**src/rtl/johnson_phase_decoder.sv**
```systemverilog
// johnson_phase_decoder
//   Samples a 4-bit Johnson (twisted-ring) code whenever it is qualified and
//   decodes it to an 8-phase one-hot word plus a 3-bit phase index. A lock
//   state machine tracks sequence legality. Completed rotations are counted
//   while locked, and any illegal code or skipped step seen while locked is
//   flagged.
//
// Ports
//   clk         single clock, rising edge
//   rst         asynchronous reset, active low
//   code_in     Johnson code from the upstream counter
//   code_valid  qualifies code_in this cycle (a "sample")
//   err_clr     synchronous clear of err_sticky (a new error wins)
//   phase       one-hot phase of the held legal code, 0 if none
//   phase_idx   index of the held phase (kept across illegal samples)
//   phase_vld   phase/phase_idx hold a legal code
//   locked      state machine is in LOCKED
//   step_err    one-cycle pulse on a sequence error while locked
//   err_sticky  latched step_err
//   cycle_cnt   completed rotations while locked, wraps modulo 2^CW
//   cycle_tick  one-cycle pulse on each rotation completion
module johnson_phase_decoder #(
  parameter int CW     = 8,
  parameter int LOCK_N = 4
) (
  input  logic          clk,
  input  logic          rst,
  input  logic [3:0]    code_in,
  input  logic          code_valid,
  input  logic          err_clr,
  output logic [7:0]    phase,
  output logic [2:0]    phase_idx,
  output logic          phase_vld,
  output logic          locked,
  output logic          step_err,
  output logic          err_sticky,
  output logic [CW-1:0] cycle_cnt,
  output logic          cycle_tick
);

  typedef enum logic [1:0] {
    ST_UNLOCKED = 2'd0,
    ST_ACQUIRE  = 2'd1,
    ST_LOCKED   = 2'd2
  } state_e;

  localparam logic [3:0] LOCK_N_C = 4'(LOCK_N);

  state_e        state_q, state_d;
  logic [3:0]    ok_cnt_q, ok_cnt_d;
  logic [7:0]    phase_q, phase_d;
  logic [2:0]    phase_idx_q, phase_idx_d;
  logic          phase_vld_q, phase_vld_d;
  logic          step_err_q, step_err_d;
  logic          err_sticky_q, err_sticky_d;
  logic [CW-1:0] cycle_cnt_q, cycle_cnt_d;
  logic          cycle_tick_q, cycle_tick_d;

  // Code decode: the eight legal Johnson codes in ring order.
  logic       code_legal;
  logic [2:0] code_idx;

  always_comb begin
    // NOTE: every always_comb output gets a default first so no path can leave
    // it unassigned, which would otherwise infer a latch.
    code_legal = 1'b1;
    code_idx   = 3'd0;
    unique case (code_in)
      4'b0000: code_idx = 3'd0;
      4'b0001: code_idx = 3'd1;
      4'b0011: code_idx = 3'd2;
      4'b0111: code_idx = 3'd3;
      4'b1111: code_idx = 3'd4;
      4'b1110: code_idx = 3'd5;
      4'b1100: code_idx = 3'd6;
      4'b1000: code_idx = 3'd7;
      default: code_legal = 1'b0;
    endcase
  end

  // Classification against the previously held index; the 3-bit add wraps
  // 7 -> 0, which is exactly the ring successor.
  logic [2:0] succ_idx;
  logic       is_step;
  logic       is_stall;
  logic [3:0] ok_cnt_inc;

  assign succ_idx   = phase_idx_q + 3'd1;
  assign is_step    = code_legal && (code_idx == succ_idx);
  assign is_stall   = code_legal && (code_idx == phase_idx_q);
  assign ok_cnt_inc = ok_cnt_q + 4'd1;

  always_comb begin
    state_d      = state_q;
    ok_cnt_d     = ok_cnt_q;
    phase_d      = phase_q;
    phase_idx_d  = phase_idx_q;
    phase_vld_d  = phase_vld_q;
    cycle_cnt_d  = cycle_cnt_q;
    step_err_d   = 1'b0;
    cycle_tick_d = 1'b0;

    if (code_valid) begin
      // Held phase follows every sample; the index survives illegal codes.
      if (code_legal) begin
        phase_d     = 8'b1 << code_idx;
        phase_idx_d = code_idx;
        phase_vld_d = 1'b1;
      end else begin
        phase_d     = 8'b0;
        phase_vld_d = 1'b0;
      end

      unique case (state_q)
        ST_UNLOCKED: begin
          if (code_legal) begin
            state_d  = ST_ACQUIRE;
            ok_cnt_d = 4'd0;
          end
        end
        ST_ACQUIRE: begin
          if (is_step) begin
            ok_cnt_d = ok_cnt_inc;
            if (ok_cnt_inc == LOCK_N_C) state_d = ST_LOCKED;
          end else if (is_stall) begin
            // stall: hold
          end else if (code_legal) begin
            ok_cnt_d = 4'd0;  // restart acquisition at the new index
          end else begin
            state_d = ST_UNLOCKED;
          end
        end
        ST_LOCKED: begin
          if (is_step) begin
            // Only a 7 -> 0 step taken from LOCKED is a rotation, so the step
            // that enters LOCKED never counts.
            if (phase_idx_q == 3'd7) begin
              cycle_cnt_d  = cycle_cnt_q + CW'(1);
              cycle_tick_d = 1'b1;
            end
          end else if (!is_stall) begin
            step_err_d = 1'b1;
            state_d    = ST_UNLOCKED;
          end
        end
        default: state_d = ST_UNLOCKED;
      endcase
    end

    // A new error takes priority over a simultaneous clear.
    err_sticky_d = step_err_d | (err_sticky_q & ~err_clr);
  end

  // NOTE: sequential state uses non-blocking assignments so every flop samples
  // the pre-edge values regardless of statement order.
  always_ff @(posedge clk or negedge rst) begin
    if (!rst) begin
      state_q      <= ST_UNLOCKED;
      ok_cnt_q     <= 4'd0;
      phase_q      <= 8'b0;
      phase_idx_q  <= 3'd0;
      phase_vld_q  <= 1'b0;
      step_err_q   <= 1'b0;
      err_sticky_q <= 1'b0;
      cycle_cnt_q  <= '0;
      cycle_tick_q <= 1'b0;
    end else begin
      state_q      <= state_d;
      ok_cnt_q     <= ok_cnt_d;
      phase_q      <= phase_d;
      phase_idx_q  <= phase_idx_d;
      phase_vld_q  <= phase_vld_d;
      step_err_q   <= step_err_d;
      err_sticky_q <= err_sticky_d;
      cycle_cnt_q  <= cycle_cnt_d;
      cycle_tick_q <= cycle_tick_d;
    end
  end

  assign phase      = phase_q;
  assign phase_idx  = phase_idx_q;
  assign phase_vld  = phase_vld_q;
  assign locked     = (state_q == ST_LOCKED);
  assign step_err   = step_err_q;
  assign err_sticky = err_sticky_q;
  assign cycle_cnt  = cycle_cnt_q;
  assign cycle_tick = cycle_tick_q;

endmodule

```
**config.mk**
```make
export PLATFORM = sky130hd
export DESIGN_NAME = johnson_phase_decoder
export DESIGN_NICKNAME = d
export VERILOG_FILES = /design/src/rtl/johnson_phase_decoder.sv
export SDC_FILE = /design/constraint.sdc
export NUM_CORES = 1
export LEC_CHECK = 0
export CORE_MARGIN = 1.5
export CORE_UTILIZATION = 47
export DETAILED_ROUTE_END_ITERATION = 16
export GPL_ROUTABILITY_DRIVEN = 0
export PLACE_DENSITY = 0.77
export SLEW_MARGIN = 30
export SYNTH_ARGS = -nofsm -noshare
export SYNTH_HDL_FRONTEND = slang
export SYNTH_SLANG_ARGS = --single-unit
```
**constraint.sdc**
```tcl
create_clock -name clk -period 2.05 [get_ports clk]
set_input_delay 0.3075 -clock clk [delete_from_list [all_inputs] [get_ports clk]]
set_output_delay 0.3075 -clock clk [all_outputs]
set_load 0.1 [all_outputs]
```
### Yosys cells after proc, flatten, opt, wreduce, memory -nomap -nowiden

Index checks and enable logic that the tools add are counted.

* register bits: 29
* output and inout bits: 24

* add/subtract/negate cells: 3
* equality and inequality tests: 19
* shift-type cells: 1
* muxes and demuxes: 24
* bitwise operators: 3
* reduce and logical (&&, ||, !) cells: 10

Operators with widths (count)
* 3-bit case mux with 7 select lines: 1
* 4-bit == test (second input constant): 4
* 2-bit two-way mux: 7
* 4-bit two-way mux: 3
* 1-bit two-way mux: 10
* 3-bit != test (second input constant): 3
* 8-bit by 1-bit adder with 8-bit output (second input constant): 1
* 4-bit by 3-bit == test with 1-bit output (second input constant): 2
* 8-bit two-way mux: 1
* 4-bit case mux with 2 select lines: 1
* 8-bit OR reduction: 1
* 1-bit by 3-bit << shifter with 8-bit output (first input constant): 1
* 7-bit AND reduction: 1
* 3-bit == test: 2
* 2-bit != test (second input constant): 3
* 2-bit case mux with 3 select lines: 1
* 4-bit by 1-bit adder with 4-bit output (second input constant): 1
* 4-bit by 1-bit == test with 1-bit output (second input constant): 1
* 4-bit by 2-bit == test with 1-bit output (second input constant): 1
* 4-bit zero test: 1
* 4-bit AND reduction: 1
* 3-bit by 1-bit adder with 3-bit output (second input constant): 1
* 3-bit == test (second input constant): 1
* 3-bit AND reduction: 1
* 9 further kinds: 10

### Logic depth before layout (Yosys ltp)

* depth in word-level cells: 9
* mapped depth: 8

### Worst setup path after synthesis

OpenSTA, ideal clock, no wires.

* path type: register -> register
* from: register state_q[0]
* to: register cycle_cnt_q[1], in the netlist cycle_cnt[1]
* data arrival time: 2851 ps
* data required time: 1922 ps
* slack: -929 ps
* stages on the path, launching flop included: 7
* period minus slack after synthesis: 2979 ps
* cells stage by stage: dfrtp_1 -> nor2b_1 -> and3_1 -> clkbuf_1 -> nand3_1 -> inv_2 -> mux2_1

* cells in the longest elaborated chain, start to end: 2

RTL lines
* from (decl): line 49 `state_e state_q, state_d;`
* from (signal assigned): line 168 `state_q <= state_d;`
* 2-bit == test
* named net locked: line 34 `output logic locked,`
* 4-bit AND reduction (no source line)
* to (signal assigned): line 175 `cycle_cnt_q <= cycle_cnt_d;`
* to (decl): line 56 `logic [CW-1:0] cycle_cnt_q, cycle_cnt_d;`

The timed path passes the listed nets, and every way through them passes these cells.
A chain may end at the register's enable or synchronous reset.

### Worst setup path after layout

* from: register phase_idx_q[0], in the netlist phase_idx[0]
* to: register err_sticky_q, in the netlist err_sticky

* cells in the longest elaborated chain, start to end: 7
* elaborated cells on any way between the ends: 10
* those cells by class: 1 x add/sub; 2 x eq/ne; 4 x mux; 1 x bitwise; 2 x reduce/logical

RTL lines
* from (decl): line 52 `logic [2:0] phase_idx_q, phase_idx_d;`
* from (signal assigned): line 171 `phase_idx_q <= phase_idx_d;`
* 3-bit by 1-bit adder with 3-bit output / 3-bit == test (equally long branches): line 88, 90
* 3-bit == test / 1-bit logical AND (equally long branches): line 89, 90
* 1-bit logical AND / 1-bit two-way mux (equally long branches): line 89, 141
* 1-bit two-way mux *: line 134 `if (is_step) begin`
* 1-bit two-way mux *: line 114 `unique case (state_q)`
* 1-bit two-way mux *: line 103 `if (code_valid) begin`
* 1-bit OR *: line 151 `err_sticky_d = step_err_d | (err_sticky_q & ~err_clr);`
* named net err_sticky_d: line 55 `logic err_sticky_q, err_sticky_d;`
* to (signal assigned): line 174 `err_sticky_q <= err_sticky_d;`
* to (decl): line 55

Mark *: on every way through the listed nets, which the timed path passes. The rest lies on a longest branch.

==> out/metrics.csv <==
stage,metric,value,unit
drt,drt pass-1 iters,4,
placement,Port Buffers,31,
drt,Vias/cell,5.57,
placement,dpl hpwl,3000,um
clock_network,cts bufs inserted,5,
timing,Setup Viol. Count Final,0,
yosys,asr flop ratio synth,100,%
global_routing,largest net degree at the start of global routing,31,
setup_path,Critical Path Source Type,flip-flop,
timing,minimum clock period,1950,ps
yosys,Synth Area in Adders,2.78,%
finish,most frequent cells in the layout,"buf_4 (50), dfrtp_1 (26), inv_1 (15)",
setup_path,CP required,2220,ps
finish,cell area after layout,0.00245,mm2
drt,Post-DRT Antenna Nets,0,
drt,DRC Markers,0,
timing,Worst-Margin Slew,367,ps
global_routing,global-route wire length before repair,7140,um
yosys,#FFs+latches synth,29,
yosys,number of instances in the synthesized netlist,193,
setup_path,R2R setup slack,100,ps
timing,Slew HR,75.5,%
yosys,ys flop type,dfrtp_1,
setup_path,Critical path buffers and inverters,2,
clock_network,Clock Latency Late Sink,280,ps
floorplanning,Rows,22,
setup_path,worst path cell trace,buf_4 -> xnor2_1 -> a31oi_1 -> a32oi_2 -> buf_4 -> a22oi_2 -> a32o_1,
placement,Placed Area,0.00230,mm2
yosys,number of synthesized flops with an enable pin,0,
yosys,Ys Warns,0,
floorplanning,CORE AREA,0.00366,mm2
drt,final wirelength,4280,um
power,PwrDens,723,mW/mm2
yosys,XOR/XNOR share of the synthesized area,5.84,%
clock_network,Root Driver,clkbuf_8,
setup_path,most frequent CP cell,buf_4,
global_routing,antenna violations before repair,0,
power,VDD IR max,445,uV
clock_network,Max Buffers Root-to-Sink,2,
finish,ant diodes,0,
finish,"most common cell after layout, fill and taps aside",buf_4,
clock_network,CTS sink count,29,
yosys,Simple-Gate Fraction of Synth Area,20.2,%
yosys,Netlist cell types,52,
timing,Final Hold Vio Count,0,
finish,Final nets,257,
drt,routed length per instance,14.5,um
global_routing,global route overflow,0,
timing,"Slew Viols, Final",0,
global_routing,Total GRT Usage,21.9,%
flow_run,max-cap violations,0,
yosys,largest family of logic cells by synthesized area,simple AND/OR/NAND/NOR gates,
timing,crit share post-route,95.1,%
setup_path,maximum fanout along the worst path,13,
yosys,post-synthesis sequential area ratio,40.3,%
placement,placed cells,284,
setup_path,CP max stage delay,490,ps
clock_network,clock-pin slew on the worst setup and hold paths,60,ps
finish,fillers,299,
finish,area grow syn2layout,36.2,%
floorplanning,Top Ports,32,
global_routing,vias in the first global route,1542,
hold_path,Hold Path Class,primary input to async pin,
clock_network,CTS tree,built,
setup_path,crit path DAT,2120,ps
drt,1st-iter DRT viols,89,
yosys,Syn Area/Cell,9.32,um2
timing,fmax,513,MHz
timing,RSZ-0062 raised after global routing,false,
setup_path,Worst setup EP type,flip-flop,
finish,fin cells,294,
floorplanning,Die Y,64.9,um
clock_network,H-tree levels,2,
floorplanning,Starting Density,49.1,%
floorplanning,die area,0.00421,mm2
yosys,mapped cell area,0.00180,mm2
setup_path,largest delay contributor family on the critical path,compound AO/OA/AOI/OAI gates,
outcome,status,"complete, no violations",
setup_path,Critical-path top delay cell,dfrtp_4,
floorplanning,Die W,64.9,um
timing,Clock Skews,4.80,ps
setup_path,CP Class,flip-flop to flip-flop,
yosys,Synthesized Nets,205,
yosys,mux cell area share after synthesis,3.62,%
yosys,complex-gate fraction of the synthesized area,19.3,%
finish,share of post-route cells with drive strength above 1,33.3,%
power,Pleak,1.14,nW
drt,Vias,1638,
## cell type report
class,count,area (um2),share of cell area [%]
clock inverters,1,5.00,0.204
multi-input cells,132,992,40.5
well taps,48,60.1,2.45
clock buffers,7,96.3,3.93
repair buffers,61,503,20.5
inverters,16,60.1,2.45
flip-flops and latches,29,734,30.0
## sequential cells by signal, indices dropped and copies added (netlist names), 2 cells and up
name,cells
cycle_cnt,8
ok_cnt_q,4
phase,8
phase_idx,3
state_q,2
## synth_stat cells, types with 2 or more instances
master / instances / area [um2]
o21ai_0: 13 / 65.1
a21oi_1: 8 / 40.0
buf_6: 2 / 22.5
nand3_1: 6 / 30.0
o221ai_1: 2 / 17.5
and3_1: 7 / 43.8
ha_1: 4 / 50.1
o211ai_1: 4 / 30.0
nand2b_1: 3 / 18.8
inv_1: 15 / 56.3
mux2i_1: 2 / 20.0
xor2_1: 3 / 26.3
o22ai_1: 3 / 18.8
xnor2_1: 9 / 78.8
a31oi_1: 4 / 25.0
nor2b_1: 6 / 37.5
a32oi_1: 3 / 26.3
and4b_1: 2 / 20.0
nand2_1: 7 / 26.3
nand4b_1: 2 / 17.5
dfrtp_1: 29 / 726
buf_2: 7 / 35.0
nand4_1: 9 / 56.3
and3b_1: 2 / 17.5
clkbuf_1: 6 / 22.5
nor2_1: 9 / 33.8
## cells by family (layout without fill, tap and decap cells)
kind of cell               after synthesis  count (layout)
AOI/OAI and AO/OA                       49              49
xor gates and xnor gates                12              12
DFF                                     29              29
adders and majority gates                4               4
and+or+nand+nor                         62              62
muxes                                    5               5
buffers and inverters                   32              85
## metrics by stage
stage               power (mW)  worst slack, ps  TNS, ps  hold WS (ps)  utilization, %
floorplan                 1.08            -24.1    -38.1          11.9               -
global placement          1.23             -252    -2770           462            62.9
detailed placement        1.24             -329    -4060           467            62.9
CTS                       1.76             13.2        0           426            65.8
global route              1.86             6.12        0           446            67.0
finish                    1.77              100        0           413            67.0
## where the power goes
part,total [mW],leakage (nW),internal [mW],switching [mW]
clock,0.516,0.0542,0.303,0.213
combinational,0.611,0.694,0.227,0.383
sequential,0.645,0.389,0.609,0.0366
## path summary, 6_finish.rpt
kind | startpoint | to | cells after the start
max in group asynchronous | rst | phase_idx[2] | 2
hold reg to reg | cycle_cnt[7] | cycle_cnt[7] | 1
setup reg to reg | phase_idx[0] | err_sticky | 7
min in group clk | cycle_cnt[7] | cycle_cnt[7] | 1
setup / recovery | phase_idx[0] | err_sticky | 7
hold / removal | rst | ok_cnt_q[0] | 2
## per-layer routing
| layer | GRT usage, % | vias up | part of all wire, % |
|---|---|---|---|
| met5 | 0 | - | 0 |
| met4 | 7.18 | 0 | 1.3 |
| met3 | 4.69 | 8 | 4.2 |
| met2 | 35.1 | 40 | 47 |
| met1 | 29.4 | 792 | 47 |
| li1 | - | 798 | - |
## what timing repair did
| action | 4_1_cts | 5_1_grt |
|---|---|---|
| hold buffers | 0 | 0 |
| buffers inserted | 0 | 1 |
| gates cloned | 0 | 1 |
| endpoints found under the setup margin | 4 | 12 |
| gates resized for setup | 2 | 9 |
| pin swaps | 0 | 7 |
(Power assumes the default switching activity.)
